==> src/rtl/wb_drain_ctrl_if.sv <==
// Column-FIFO read side plus the shared writeback port of the drain controller.
// master = controller view, slave = FIFO bank / writeback sink view.
interface wb_drain_ctrl_if #(
  parameter int NUM_CH = 3,
  parameter int DATA_W = 16,
  parameter int CH_W   = $clog2(NUM_CH)
);
  logic [NUM_CH-1:0]        fifo_empty;
  logic [NUM_CH*DATA_W-1:0] fifo_rdata;
  logic [NUM_CH-1:0]        fifo_rd_en;
  logic                     wb_valid;
  logic                     wb_ready;
  logic [DATA_W-1:0]        wb_data;
  logic [CH_W-1:0]          wb_ch;

  modport master (
    input  fifo_empty, fifo_rdata, wb_ready,
    output fifo_rd_en, wb_valid, wb_data, wb_ch
  );

  modport slave (
    output fifo_empty, fifo_rdata, wb_ready,
    input  fifo_rd_en, wb_valid, wb_data, wb_ch
  );
endinterface

==> src/rtl/wb_drain_ctrl.sv <==
// Writeback drain controller: round-robin over the column FIFOs, moving up to
// BURST beats per grant onto the shared valid/ready writeback port until every
// FIFO is empty, then pulsing done.

// Per-channel slice: selects this channel's head data and pop strobe when it
// owns the current burst.
module wb_drain_lane #(
  parameter int DATA_W = 16,
  parameter int CH_W   = 2,
  parameter int CH_IDX = 0
) (
  input  logic              xfer,
  input  logic              en,
  input  logic              wb_ready,
  input  logic [CH_W-1:0]   wb_ch,
  input  logic              empty,
  input  logic [DATA_W-1:0] rdata,
  output logic              sel,
  output logic              vld,
  output logic              pop,
  output logic [DATA_W-1:0] data
);
  assign sel  = (wb_ch == CH_W'(CH_IDX));
  assign vld  = sel & xfer & en & ~empty;
  // pop only on an accepted beat, so a stalled or paused beat stays in the FIFO
  assign pop  = vld & wb_ready;
  assign data = sel ? rdata : '0;
endmodule

module wb_drain_ctrl #(
  parameter int NUM_CH = 3,
  parameter int DATA_W = 16,
  parameter int BURST  = 4,
  parameter int CH_W   = $clog2(NUM_CH)
) (
  input  logic               clk,
  input  logic               rstn,
  input  logic               start,
  input  logic               en,
  wb_drain_ctrl_if.master    bus,
  output logic               busy,
  output logic               done
);
  localparam int CNT_W = $clog2(BURST + 1);

  typedef enum logic [1:0] {
    S_IDLE = 2'd0,
    S_ARB  = 2'd1,
    S_XFER = 2'd2,
    S_DONE = 2'd3
  } state_e;

  state_e            state_q, state_d;
  logic [CH_W-1:0]   ptr_q, ptr_d;
  logic [CH_W-1:0]   wb_ch_q, wb_ch_d;
  logic [CNT_W-1:0]  cnt_q, cnt_d;

  logic                           xfer;
  logic [NUM_CH-1:0]              lane_sel;
  logic [NUM_CH-1:0]              lane_vld;
  logic [NUM_CH-1:0]              lane_pop;
  logic [NUM_CH-1:0][DATA_W-1:0]  lane_data;
  logic [DATA_W-1:0]              wb_data_c;
  logic                           cur_empty;

  logic [NUM_CH-1:0] req;
  logic [CH_W:0]     arb_idx;
  logic              grant_vld;
  logic [CH_W-1:0]   grant;
  logic [CH_W-1:0]   ptr_nxt;

  assign xfer = (state_q == S_XFER);

  for (genvar gi = 0; gi < NUM_CH; gi++) begin : g_lane
    wb_drain_lane #(
      .DATA_W (DATA_W),
      .CH_W   (CH_W),
      .CH_IDX (gi)
    ) u_lane (
      .xfer     (xfer),
      .en       (en),
      .wb_ready (bus.wb_ready),
      .wb_ch    (wb_ch_q),
      .empty    (bus.fifo_empty[gi]),
      .rdata    (bus.fifo_rdata[gi*DATA_W +: DATA_W]),
      .sel      (lane_sel[gi]),
      .vld      (lane_vld[gi]),
      .pop      (lane_pop[gi]),
      .data     (lane_data[gi])
    );
  end

  // OR-reduce the per-lane masked data; exactly one lane is selected
  always_comb begin
    wb_data_c = '0;
    for (int i = 0; i < NUM_CH; i++) wb_data_c = wb_data_c | lane_data[i];
  end

  assign cur_empty      = |(lane_sel & bus.fifo_empty);
  assign bus.wb_valid   = |lane_vld;
  assign bus.fifo_rd_en = lane_pop;
  assign bus.wb_data    = wb_data_c;
  assign bus.wb_ch      = wb_ch_q;

  assign busy = (state_q != S_IDLE);
  assign done = (state_q == S_DONE);

  // channel after the one just served becomes highest priority
  assign ptr_nxt = (wb_ch_q == CH_W'(NUM_CH - 1)) ? '0 : wb_ch_q + CH_W'(1);

  // round-robin search: first requesting channel at or above ptr, wrapping
  always_comb begin
    req       = ~bus.fifo_empty;
    grant_vld = 1'b0;
    grant     = '0;
    arb_idx   = '0;
    for (int k = 0; k < NUM_CH; k++) begin
      arb_idx = {1'b0, ptr_q} + (CH_W+1)'(k);
      if (arb_idx >= (CH_W+1)'(NUM_CH)) arb_idx = arb_idx - (CH_W+1)'(NUM_CH);
      if (!grant_vld && req[arb_idx[CH_W-1:0]]) begin
        grant_vld = 1'b1;
        grant     = arb_idx[CH_W-1:0];
      end
    end
  end

  // next-state: arbitrate, run a burst, repeat until nothing requests
  always_comb begin
    state_d = state_q;
    ptr_d   = ptr_q;
    wb_ch_d = wb_ch_q;
    cnt_d   = cnt_q;
    case (state_q)
      S_IDLE: if (start) state_d = S_ARB;
      S_ARB: begin
        if (en) begin
          if (grant_vld) begin
            wb_ch_d = grant;
            cnt_d   = '0;
            state_d = S_XFER;
          end else begin
            state_d = S_DONE;
          end
        end
      end
      S_XFER: begin
        if (en) begin
          if (cur_empty) begin
            // source ran dry before the burst limit: give up the grant
            state_d = S_ARB;
            ptr_d   = ptr_nxt;
          end else if (bus.wb_ready) begin
            if (cnt_q == CNT_W'(BURST - 1)) begin
              state_d = S_ARB;
              ptr_d   = ptr_nxt;
            end else begin
              cnt_d = cnt_q + CNT_W'(1);
            end
          end
        end
      end
      S_DONE:  state_d = S_IDLE;
      default: state_d = S_IDLE;
    endcase
  end

  // state registers; ptr survives between drains and is cleared only by reset
  always_ff @(posedge clk or negedge rstn) begin
    if (!rstn) begin
      state_q <= S_IDLE;
      ptr_q   <= '0;
      wb_ch_q <= '0;
      cnt_q   <= '0;
    end else begin
      state_q <= state_d;
      ptr_q   <= ptr_d;
      wb_ch_q <= wb_ch_d;
      cnt_q   <= cnt_d;
    end
  end
endmodule

==> src/flat_wrapper.sv <==
// flat-port wrapper written by rule: the top's interface ports become plain ports
module wb_drain_ctrl_flat 
#(
  parameter int NUM_CH = 3,
  parameter int DATA_W = 16,
  parameter int BURST  = 4,
  parameter int CH_W   = $clog2(NUM_CH)
)
  (clk, rstn, start, en, busy, done, bus_fifo_empty, bus_fifo_rdata, bus_wb_ready, bus_fifo_rd_en, bus_wb_valid, bus_wb_data, bus_wb_ch);
  wb_drain_ctrl_if #(.NUM_CH(NUM_CH), .DATA_W(DATA_W), .CH_W(CH_W)) bus_i ();
  input  logic clk;
  input  logic rstn;
  input  logic start;
  input  logic en;
  output logic busy;
  output logic done;
  input wire logic [$bits(bus_i.fifo_empty)-1:0] bus_fifo_empty;
  input wire logic [$bits(bus_i.fifo_rdata)-1:0] bus_fifo_rdata;
  input wire logic [$bits(bus_i.wb_ready)-1:0] bus_wb_ready;
  output wire logic [$bits(bus_i.fifo_rd_en)-1:0] bus_fifo_rd_en;
  output wire logic [$bits(bus_i.wb_valid)-1:0] bus_wb_valid;
  output wire logic [$bits(bus_i.wb_data)-1:0] bus_wb_data;
  output wire logic [$bits(bus_i.wb_ch)-1:0] bus_wb_ch;
  assign bus_i.fifo_empty = bus_fifo_empty;
  assign bus_i.fifo_rdata = bus_fifo_rdata;
  assign bus_i.wb_ready = bus_wb_ready;
  assign bus_fifo_rd_en = bus_i.fifo_rd_en;
  assign bus_wb_valid = bus_i.wb_valid;
  assign bus_wb_data = bus_i.wb_data;
  assign bus_wb_ch = bus_i.wb_ch;
  wb_drain_ctrl #(.NUM_CH(NUM_CH), .DATA_W(DATA_W), .BURST(BURST), .CH_W(CH_W)) u_core (.clk(clk), .rstn(rstn), .start(start), .en(en), .bus(bus_i), .busy(busy), .done(done));
endmodule
==> config.mk <==
export PLATFORM = sky130hd
export DESIGN_NAME = wb_drain_ctrl_flat
export DESIGN_NICKNAME = d
export VERILOG_FILES = /design/src/rtl/wb_drain_ctrl_if.sv /design/src/rtl/wb_drain_ctrl.sv /design/src/flat_wrapper.sv
export SDC_FILE = /design/constraint.sdc
export NUM_CORES = 1
export LEC_CHECK = 0
export ABC_AREA = 1
export CORE_MARGIN = 4
export CORE_UTILIZATION = 25
export CTS_BUF_LIST = sky130_fd_sc_hd__clkbuf_2
export DETAILED_ROUTE_END_ITERATION = 12
export GPL_TIMING_DRIVEN = 0
export HOLD_SLACK_MARGIN = 0.12
export PLACE_DENSITY_LB_ADDON = 0.12
export SLEW_MARGIN = 20
export SYNTH_ARGS = -nofsm -noshare
export SYNTH_HDL_FRONTEND = slang
export SYNTH_SLANG_ARGS = --single-unit
==> constraint.sdc <==
create_clock -name clk -period 1.5 [get_ports clk]
set_input_delay 0.3 -clock clk [delete_from_list [all_inputs] [get_ports clk]]
set_output_delay 0.3 -clock clk [all_outputs]
set_load 0.005 [all_outputs]
Word-level counts from Yosys, hierarchy flattened

Cells that the tools add are included.

Flip-flop bits (word level): 9
Input port bits: 56
Word-level logic and storage cells: 104

Add/subtract/negate cells: 7
Multiplexer cells: 37
Order comparisons: 6
Reductions and logical operators: 16
Equality and inequality tests: 15
Bitwise operators: 19

Operators with widths:

| cell                                                                   | number |
|---|---|
| 16-bit 2-to-1 mux                                                      | 3 |
| 2-bit 2-to-1 mux                                                       | 16 |
| 16-bit bitwise OR                                                      | 2 |
| 3-bit 2-to-1 mux                                                       | 6 |
| 1-bit AND                                                              | 12 |
| 2-bit inequality test (second input constant)                          | 6 |
| 2-bit by 3-bit < comparator with 1-bit output (second input constant)  | 3 |
| 2-bit case mux with 4 select lines                                     | 1 |
| 2-bit nonzero test                                                     | 4 |
| 1-bit 2-to-1 mux                                                       | 7 |
| 7-bit AND reduction                                                    | 1 |
| 1-bit binary-select mux with 2-bit select                              | 3 |
| 2-bit == test (second input constant)                                  | 3 |
| 3-bit by 2-bit >= comparator with 1-bit output (second input constant) | 2 |
| 3-bit case mux with 2 select lines                                     | 1 |
| 3-bit OR reduction                                                     | 2 |
| 2-bit subtractor (second input constant)                               | 3 |
| 5-bit AND reduction                                                    | 1 |
| 2-bit by 1-bit == test with 1-bit output (second input constant)       | 2 |
| 2-bit logical NOT                                                      | 2 |
| 4-bit AND reduction                                                    | 1 |
| 2-bit by 1-bit adder with 3-bit output (second input constant)         | 1 |
| 2-bit by 2-bit adder with 3-bit output (second input constant)         | 1 |
| 3-bit by 1-bit adder with 3-bit output (second input constant)         | 1 |
| 12 further kinds                                                       | 16 |

Longest topological paths before layout

Gate-level depths: netlist of run 1.

Depth in word-level cells: 14
Mapped depth: 12
Gate-level depth less buffers: 12

Modules after synthesis

Synthesis of run 1 repeated with hierarchy kept, for this count alone.

Cell total of the unflattened synthesis: 263
Area, all modules: 1,519.0 sq um

Modules (own cells, without submodules):

| module                                       | cells an instance | times used | area an instance (sq um) | sequential area each (sq um) |
|---|---|---|---|---|
| wb_drain_ctrl                                | 138               | 1          | 963.4                    | 225.2 |
| wb_drain_lane at u_core.g_lane[1].u_lane ... | 42                | 2          | 172.7                    | 0.0 |
| wb_drain_lane at u_core.g_lane[0].u_lane     | 41                | 1          | 210.2                    | 0.0 |

Worst setup path before layout of run 1

No wires, ideal clock.

Path kind: flip-flop to flip-flop
Start: register u_core.ptr_q[0]
End: register u_core.cnt_q[0]
Setup time: 0.117 ns
Required time: 1.383 ns
Slack: -0.052 ns
Stages on the path, launching flop included: 11
Arrival time: 1.436 ns
Path through: dfrtp_1 inv_1 ha_1 inv_2 nand2_1 nand3_1 nand2_1 nor2_4 nand3_2 nand3_1 nand2_1

Cells in the longest elaborated chain, start to end: 13
Elaborated cells between the ends (all ways): 26

RTL lines:

| element                                                                                         | line                 | source |
|---|---|---|
| from (decl)                                                                                     | wb_drain_ctrl.sv:54  | `logic [CH_W-1:0] ptr_q, ptr_d;` |
| from (signal assigned)                                                                          | wb_drain_ctrl.sv:176 | `ptr_q <= ptr_d;` |
| parallel branches: the longest is 10 deep, another holds 2-bit by 1-bit adder with 3-bit output | -                    |  |
| 1-bit 2-to-1 mux *                                                                              | wb_drain_ctrl.sv:120 | `if (!grant_vld && req[arb_idx[CH_W-1:0]]) begin` |
| 2-bit by 1-bit inequality test with 1-bit output (no source line) *                             | -                    |  |
| 7-bit AND reduction (no source line) *                                                          | -                    |  |
| to (signal assigned)                                                                            | wb_drain_ctrl.sv:178 | `cnt_q <= cnt_d;` |
| to (decl)                                                                                       | wb_drain_ctrl.sv:56  | `logic [CNT_W-1:0] cnt_q, cnt_d;` |

Every way passes the cells marked *. The select of a mux whose other input is x is not followed.
A chain may end at the register's enable or synchronous reset.

Final worst setup path of run 1

Start: register u_core.wb_ch_q[1] (netlist: u_core.bus.wb_ch[1])
End: output port bus_wb_data[8]

Cells in the longest elaborated chain, start to end: 4
Elaborated cells between the ends (all ways): 8

RTL lines:

| element                                                                       | line                 | source |
|---|---|---|
| from (decl)                                                                   | wb_drain_ctrl.sv:55  | `logic [CH_W-1:0] wb_ch_q, wb_ch_d;` |
| from (signal assigned)                                                        | wb_drain_ctrl.sv:177 | `wb_ch_q <= wb_ch_d;` |
| 2-bit by 1-bit == test with 1-bit output or 2-bit logical NOT (tied branches) | wb_drain_ctrl.sv:23  | `assign sel = (wb_ch == CH_W'(CH_IDX));` |
| 16-bit 2-to-1 mux                                                             | wb_drain_ctrl.sv:27  | `assign data = sel ? rdata : '0;` |
| 16-bit bitwise OR                                                             | wb_drain_ctrl.sv:96  | `for (int i = 0; i < NUM_CH; i++) wb_data_c = wb_data_c \| lane_data[i];` |
| 16-bit bitwise OR *                                                           | wb_drain_ctrl.sv:96  |  |
| to (decl)                                                                     | flat_wrapper.sv:22   | `output wire logic [$bits(bus_i.wb_data)-1:0] bus_wb_data;` |

Every way passes the cells marked *; elsewhere a longest branch is shown, timed or not.

==> impl_metrics.csv, run 1 <==
group,metric,value,unit
power_and_ir_drop,powerDensity,1680,nW/um^2
timing,timing.fmax,530,MHz
run_status,outcome,"finished, violations left",
floorplan,die_w,74.9,um
place,port-buffer-count,79,
floorplan,die_h,74.9,um
yosys,yosysTopAreaCell,"nand2_1",
clock_tree,cts_max_level,1,
yosys,async_reset_ff_share,100,%
clock_tree,cts_root_buffer,"clkbuf_2",
clock_tree,cts_num_sinks,9,
power_and_ir_drop,combPwrFrac,85.1,%
power_and_ir_drop,power,4.33,mW
yosys,synth_edf_count,0,
power_and_ir_drop,swShare,46.2,%
grt,grt.overflow.total,0,
floorplan,io_pins,80,
clock_tree,clk_latency,0.27,ns
power_and_ir_drop,seq_power_share,11.1,%
grt,grt_pass1_vias,1562,
yosys,syn_area_per_cell,5.59,um^2
yosys,synth.distinct_cells,20,
grt,grt_usage,16.3,%
layout,drive_gt1_share,45.6,%
timing,finalCritPeriodShare,126,%
setup_path,critical_path.endpoint_type,"output pin",
yosys,synth_top_area_share,30.6,%
grt,grt_first_pass_wirelength,7210,um
clock_tree,cts-buffers-inserted,3,
layout,finalInstanceArea,2580,um^2
routing,dr_total_vias,1677,
routing,wl_per_cell,13.1,um
timing,tightest_slew,0.431,ns
clock_tree,clk_pin_slew,0.11,ns
timing,fin_tns_setup,-6.43,ns
timing,timing.final.hold_violations,0,
routing,remaining_drc_errors,0,
layout,syn2layout_area_growth,131,%
yosys,yosys.cell_count.top_type,"nand2_1",
power_and_ir_drop,leakage,1.29,nW
routing,drt_first_pass_iters,4,
routing,ant_nets,0,
power_and_ir_drop,ir_drop,0.950,mV
run_status,violations,"setup timing",
floorplan,initial_utilization,25.7,%
place,place_area,1990,um^2
power_and_ir_drop,clockPowerShare,3.8,%
yosys,synth_seq_area_share,20.2,%
clock_tree,cts_tree,"done",
timing,skew,0.0139,ns
place,dpl.hpwl,3300,um
yosys,syn_area,1120,um^2
layout,antenna_cells,0,
grt,grt_max_degree,11,
yosys,synthFlopType,"dfrtp_1",
power_and_ir_drop,internal-power,2.33,mW
yosys,synth_fp_nets,262,
clock_tree,clockBufferDepth,2,
floorplan,core_area,4350,um^2
min_path,worstHoldPathType,"input pin to asynchronous set/reset pin",
setup_path,critPathKind,"flop to output pin",
clock_tree,cts_hold_buf,0,
place,gp_congestion,0.838,
routing,vias_per_cell,4.51,
setup_path,cp.required,1.20,ns
setup_path,critical_path_arrival,1.59,ns
place,place_ws,-0.913,ns
setup_path,worstPathMaxFanout,5,
timing,period_needed,1.89,ns
yosys,ys_ff_latch,9,
routing,drt_wl_total,4890,um
routing,drt_iter0_markers,86,
timing,slew_headroom,71.2,%
yosys,yosys-top-cells-count,"nand2_1 (91), nand3_1 (36), inv_1 (22)",
yosys,synthTopCellsByArea,"nand2_1 (31%), dfrtp_1 (20%), nand3_1 (16%), inv_1 (7.4%), ha_1 (6.7%)",
grt,antenna_found_initial,0,
floorplan,rows,24,
floorplan,dieArea,5600,um^2
timing,report.final.slew_viol_count,0,
timing,rsz0062_at_grt,"yes",
timing,setup_violations,28,
yosys,ys_warn_count,0,
timing,layout_setup_ws,-0.387,ns
layout,nNetsFinal,383,
power_and_ir_drop,p_sw,2.00,mW
yosys,syn_inst,200,
setup_path,cp-start-kind,"flop",
job,maxCapViolCount,0,
## routing by layer
metal,global-route usage [%],wire [um],vias up
li1,-,-,865
met1,21.9,2120,752
met2,27.8,2360,54
met3,2.00,370,6
met4,4.15,38,0
met5,0,0,-
## area by class of cell
| cell class | count | area [um^2] |
|---|---|---|
| fillers | 386 | 1780 |
| repair buffers | 119 | 1080 |
| multi-input cells | 161 | 1050 |
| flip-flops and latches | 9 | 230 |
| inverters | 24 | 92.6 |
| well taps | 52 | 65.1 |
| plain buffers | 3 | 37.5 |
| clock buffers | 4 | 20.0 |
## power by group through the flow
stage                     registers, mW  clock network [mW]  logic, mW
after floorplan                   0.449                   0       1.33
after global placement            0.472                   0       2.38
after detailed placement          0.475                   0       2.39
after CTS                         0.477               0.161       3.30
after global routing              0.492               0.177       4.00
final                             0.479               0.167       3.68
## cells by family (layout without fill, tap and decap cells)
family / after synthesis / in the layout / share of synthesized area, %
fa+ha+maj: 6 / 6 / 6.72
flops: 9 / 9 / 20.2
simple gates: 150 / 150 / 58.5
compound gates: 5 / 5 / 2.58
buf+inv: 30 / 150 / 12.1
## cells in the final DEF (no fill, tap or decap), drive strengths merged
cell	count
nand2	92
buf	63
clkdlybuf4s50	54
nand3	37
inv	24
nor2	17
dfrtp	9
ha	6
clkbuf	4
dlygate4sd2	4
a21oi	3
nand3b	2
o21ai	2
nor3	1
nand4	1
clkdlybuf4s15	1
## timing repair
action / 4_1_cts / 5_1_grt
buffers inserted: 34 / 8
pin swaps: 37 / 8
resized for setup: 164 / 35
setup endpoints to repair: 30 / 31
gates cloned: 1 / 0
## per-stage QoR
stage | utilization, % | hold WS, ns | instances
after floorplan | - | 0.00441 | 200
after global placement | 45.6 | 0.461 | 331
after detailed placement | 45.6 | 0.463 | 331
after CTS | 55.5 | 0.342 | 366
after global routing | 59.2 | 0.361 | 372
final | 59.2 | 0.325 | 372
## flip-flops by register name (all words and copies together) (netlist names)
register,flops
u_core.ptr_q,2
u_core.state_q,2
u_core.cnt_q,3
u_core.bus.wb_ch,2
## critical path, cell delays in order (launching register included)
cell and delay (ns):
dfrtp_2 0.45, buf_6 0.13, nor2_4 0.20, buf_6 0.14, buf_6 0.11, buf_6 0.10, nand2_2 0.04, nand3_2 0.05
buf_2 0.11
## final timing paths
path | start | endpoint | slack (ns) | depth (start not counted)
setup / recovery | u_core.bus.wb_ch[1] | bus_wb_data[8] | -0.39 | 8
hold / removal | rstn | u_core.cnt_q[0] | 0.33 | 1
setup reg to reg | u_core.bus.wb_ch[1] | u_core.state_q[1] | -0.11 | 11
hold reg to reg | u_core.cnt_q[2] | u_core.cnt_q[2] | 0.49 | 2
max in group asynchronous | rstn | u_core.state_q[1] | 0.83 | 1
min in group clk | u_core.cnt_q[2] | u_core.cnt_q[2] | 0.49 | 2
Power figures use the tool's default switching activity.
==> run 2, diff against run 1 <==
GPL_ROUTABILITY_DRIVEN = 0   (was default)
==> results of run 2 <==
No change in the layout: final DEF, timing and power equal those of run 1.
==> run 3, diff against run 2 <==
CORE_ASPECT_RATIO = 0.6   (was default)
==> impl_metrics.csv, run 3 (synthesized netlist as in run 1, its figures left out) <==
group,metric,value,unit
run_status,outcome,"finished, violations left",
run_status,violations,"setup timing",
min_path,worstHoldPathType,"input pin to asynchronous set/reset pin",
clock_tree,cts_root_buffer,"clkbuf_2",
setup_path,r2r-start,"u_core.ptr_q[0]",
timing,fin_tns_setup,-6.76,ns
floorplan,die_h,59.8,um
setup_path,cp.required,1.20,ns
timing,whs,0.325,ns
layout,syn2layout_area_growth,140,%
setup_path,worstPathMaxFanout,4,
power_and_ir_drop,power,4.76,mW
clock_tree,cts_max_level,1,
grt,grt_usage,18.7,%
power_and_ir_drop,leakage,1.32,nW
job,maxCapViolCount,0,
layout,num-fill-cells,380,
layout,drive_gt1_share,48.4,%
layout,layout_common_cells,"nand2_1 (60), clkdlybuf4s50_1 (54), buf_6 (24)",
timing,layout_setup_ws,-0.364,ns
timing,period_needed,1.86,ns
timing,report.final.slew_viol_count,0,
floorplan,rows,18,
clock_tree,clockBufferDepth,2,
clock_tree,cts-buffers-inserted,3,
grt,antenna_found_initial,0,
setup_path,r2r_cells,11,
grt,grt_first_pass_wirelength,8090,um
timing,rsz0062_at_grt,"yes",
layout,nNetsFinal,383,
clock_tree,clk_pin_slew,0.12,ns
setup_path,timing.rr.end,"u_core.state_q[0]",
grt,grt.overflow.total,0,
routing,remaining_drc_errors,0,
layout,top_register,"u_core.cnt_q",
clock_tree,cts_num_sinks,9,
layout,regArea,231,um^2
setup_path,critical_path.endpoint_type,"output pin",
layout,final_common_cell,"nand2_1",
floorplan,core_area,4210,um^2
timing,setup_violations,28,
clock_tree,cts_tree,"done",
clock_tree,clk_latency,0.28,ns
timing,finalCritPeriodShare,124,%
floorplan,dieArea,5640,um^2
layout,largest_register_ffs,3,
floorplan,io_pins,80,
setup_path,critical_path_arrival,1.56,ns
timing,skew,0.0215,ns
routing,wl_per_cell,14.2,um
power_and_ir_drop,ir_drop,0.857,mV
routing,drt_iter0_markers,68,
place,port-buffer-count,79,
grt,grt_pass1_vias,1670,
place,dpl.hpwl,3470,um
timing,timing.final.hold_violations,0,
timing,timing.fmax,537,MHz
routing,vias_per_cell,4.53,
setup_path,r2r_slack,-0.19,ns
layout,antenna_cells,0,
power_and_ir_drop,powerDensity,1770,nW/um^2
place,place_ws,-0.943,ns
floorplan,die_w,94.3,um
routing,drt_wl_total,5410,um
setup_path,critPathKind,"flop to output pin",
grt,grt_max_degree,11,
timing,tightest_slew,0.476,ns
routing,dr_total_vias,1720,
routing,ant_nets,0,
setup_path,cp-start-kind,"flop",
floorplan,initial_utilization,26.5,%
timing,slew_headroom,68.2,%
routing,drt_first_pass_iters,4,
layout,multiInputGateArea,1120,um^2
-- run 3: critical path, stage by stage (launching register included) --
cell and delay [ns]:
dfrtp_2 0.45, buf_6 0.13, nor2_4 0.16, buf_6 0.14
buf_6 0.11, buf_6 0.11, nand2_4 0.04, nand3_2 0.05
buf_2 0.11
-- run 3: area by class of cell --
| class | count | area share, % |
|---|---|---|
| multi-input cells | 161 | 41.6 |
| repair buffers | 118 | 41.1 |
| flip-flops and latches | 9 | 8.62 |
| inverters | 24 | 3.54 |
| well taps | 60 | 2.79 |
| plain buffers | 4 | 1.63 |
| clock buffers | 4 | 0.745 |
-- run 3: how the worst max path moves through the flow --
stage | from | depth (start not counted) | slack (ns) | endpoint
finish | u_core.bus.wb_ch[1] | 8 | -0.36 | bus_wb_data[14]
detailed placement | en | 7 | -0.94 | bus_fifo_rd_en[1]
global placement | en | 7 | -0.91 | bus_fifo_rd_en[1]
global route | u_core.bus.wb_ch[1] | 8 | -0.44 | bus_wb_data[6]
floorplan | u_core.ptr_q[0] | 10 | 0.01 | u_core.cnt_q[0]
CTS | u_core.bus.wb_ch[1] | 8 | -0.31 | bus_wb_data[6]
-- run 3: timing repair --
action | in CTS | in global routing
gates resized for setup | 181 | 36
hold buffers | 0 | 0
setup buffers | 34 | 4
cloned | 2 | 0
pin swaps | 39 | 17
endpoints found under the setup margin | 31 | 31
hold endpoints to repair | 0 | 0
-- run 3: per-stage QoR --
| step | instance area, um^2 | std cells | util (%) |
|---|---|---|---|
| after floorplan | 1130 | 200 | - |
| after global placement | 2000 | 339 | 47.4 |
| after detailed placement | 2000 | 339 | 47.4 |
| after CTS | 2530 | 378 | 60.1 |
| after global routing | 2690 | 380 | 63.8 |
| final | 2690 | 380 | 63.8 |
-- run 3: report_power, final --
| group | internal [mW] | switching (mW) |
|---|---|---|
| sequential | 0.351 | 0.153 |
| combinational | 2.12 | 1.95 |
| clock | 0.0708 | 0.107 |
| total | 2.55 | 2.21 |
-- run 3: routing by layer --
| layer | wire [um] | GRT usage, % |
|---|---|---|
| met1 | 2420 | 24.4 |
| met4 | 68 | 5.14 |
| met2 | 2550 | 30.5 |
| met5 | 0 | 0 |
| met3 | 360 | 5.16 |
==> RTL change, RTL diff (flow settings as in run 3) <==
The 4 states of `state_e` get a Gray code encoding in 2 bits.
--- a/src/rtl/wb_drain_ctrl.sv
+++ b/src/rtl/wb_drain_ctrl.sv
@@ -44,10 +44,10 @@
   localparam int CNT_W = $clog2(BURST + 1);
 
   typedef enum logic [1:0] {
-    S_IDLE = 2'd0,
-    S_ARB  = 2'd1,
-    S_XFER = 2'd2,
-    S_DONE = 2'd3
+    S_IDLE = 2'b00,
+    S_ARB  = 2'b01,
+    S_XFER = 2'b11,
+    S_DONE = 2'b10
   } state_e;
 
   state_e            state_q, state_d;
Function: no difference found for any inputs over 10 cycles, from zero or initial values and one cycle with rstn low; not proved beyond that.
==> RTL change against run 3 <==
The flow still finishes with violations (negative setup slack). Sequential share of layout area is 0.20 points lower. Cell area is 0.75% higher. Power decreased by 7.4%. Sequential cell count did not move. Setup slack improved by 0.022 ns. Synthesized area grew 0.22%. Highest routed layer unchanged. Critical endpoint is now bus_wb_data[9]. Critical path depth stayed put. Wire length is 7.5% higher. Fmax is 1.2% higher.
==> RTL change: results (changes against run 3) <==
status finished, violations left; failing checks negative setup slack; clock-pin slew on the worst setup and hold paths 0.10 ns (-0.02 ns); Net Switching 2.09 mW (-5.4%); Commonest cells post-synth nand2_1, nand3_1, inv_1; clock-cell share of area 0.00740 (-0.0000551); M2 GR Usage 0.302 (-0.00302); final worst slack -0.342 ns (+0.0216 ns); Non-clock buffers 121 (-0.82%); FF+latch area 228 sq um (-1.6%); share of post-route cells with drive strength above 1 0.516 (+0.0317); Design Power 4.40 mW (-7.4%); skew final 0.00245 ns (-0.0191 ns); met3 wire length 375 um (+4.2%); multi-input combinational area share 0.416 (about the same); GR Layer Usage met3 0.0440 (-0.00755); RR Endpoint u_core.cnt_q[1]$_DFFE_PN0P_; P_leak 1.34 nW (+2.1%); Met1 Routed Length 2510 um (+3.6%); DP Worst Slack -0.877 ns (+0.0661 ns); Met2 Wirelength 2860 um (+12%); area share of fa/ha/maj cells after synthesis 0.0670 (-0.000150); Comb. pwr 3.81 mW (-6.4%); Syn Nets 256 (-2.3%); CP arrival 1.54 ns (-0.02 ns); sequential area share after synthesis 0.201 (-0.000450); pin count of the biggest net entering global routing 10 (-1); Logic inverters 19 (-21%); R2R depth 8 (-3); Worst-Skew Late Latency 0.25 ns (-0.03 ns); FF-to-FF Start u_core.cnt_q[0]$_DFFE_PN0P_; worst slew pin tran 0.452 ns (-0.0237 ns); M1 GR Usage 0.232 (-0.0124); Post-Route WL 5810 um (+7.5%); routed vias 1727 (+0.41%); setup violators final 27 (-3.6%); hpwl dp 3390 um (-2.4%); crit path from u_core.bus.wb_ch[0]$_DFFE_PN0P_
[RTL change: cell count changes in the layout (fill, tap and decap cells not counted), sizes merged]
cell	change
inv	-5
a21oi	+2
buf	+2
clkdlybuf4s15	-2
nand2	-2
nor2	-2
clkbuf	+1
clkdlybuf4s50	-1
dlygate4sd2	-1
nand3	-1
nand4	+1
nor3	-1
o21bai	+1
[RTL change: cells by family after synthesis]
group	count (synthesis)
AOI/OAI and AO/OA	8
buffers and inverters	26
DFF	9
adders and majority gates	6
and+or+nand+nor	145
[RTL change: through the flow]
stage | TNS [ns] | area (sq um) | cells
2_1_floorplan | 0 | 1130 | 194
3_3_place_gp | -12.80 | 2000 | 333
3_5_place_dp | -12.77 | 2000 | 333
4_1_cts | -5.27 | 2400 | 367
5_1_grt | -8.15 | 2710 | 372
6_report | -6.19 | 2710 | 372
[RTL change: timing repair]
item | 4_1_cts | 5_1_grt
buffers inserted | 31 | 7
setup endpoints to repair | 30 | 28
resized for setup | 156 | 76
pin swaps | 25 | 24
gates cloned | 2 | 1
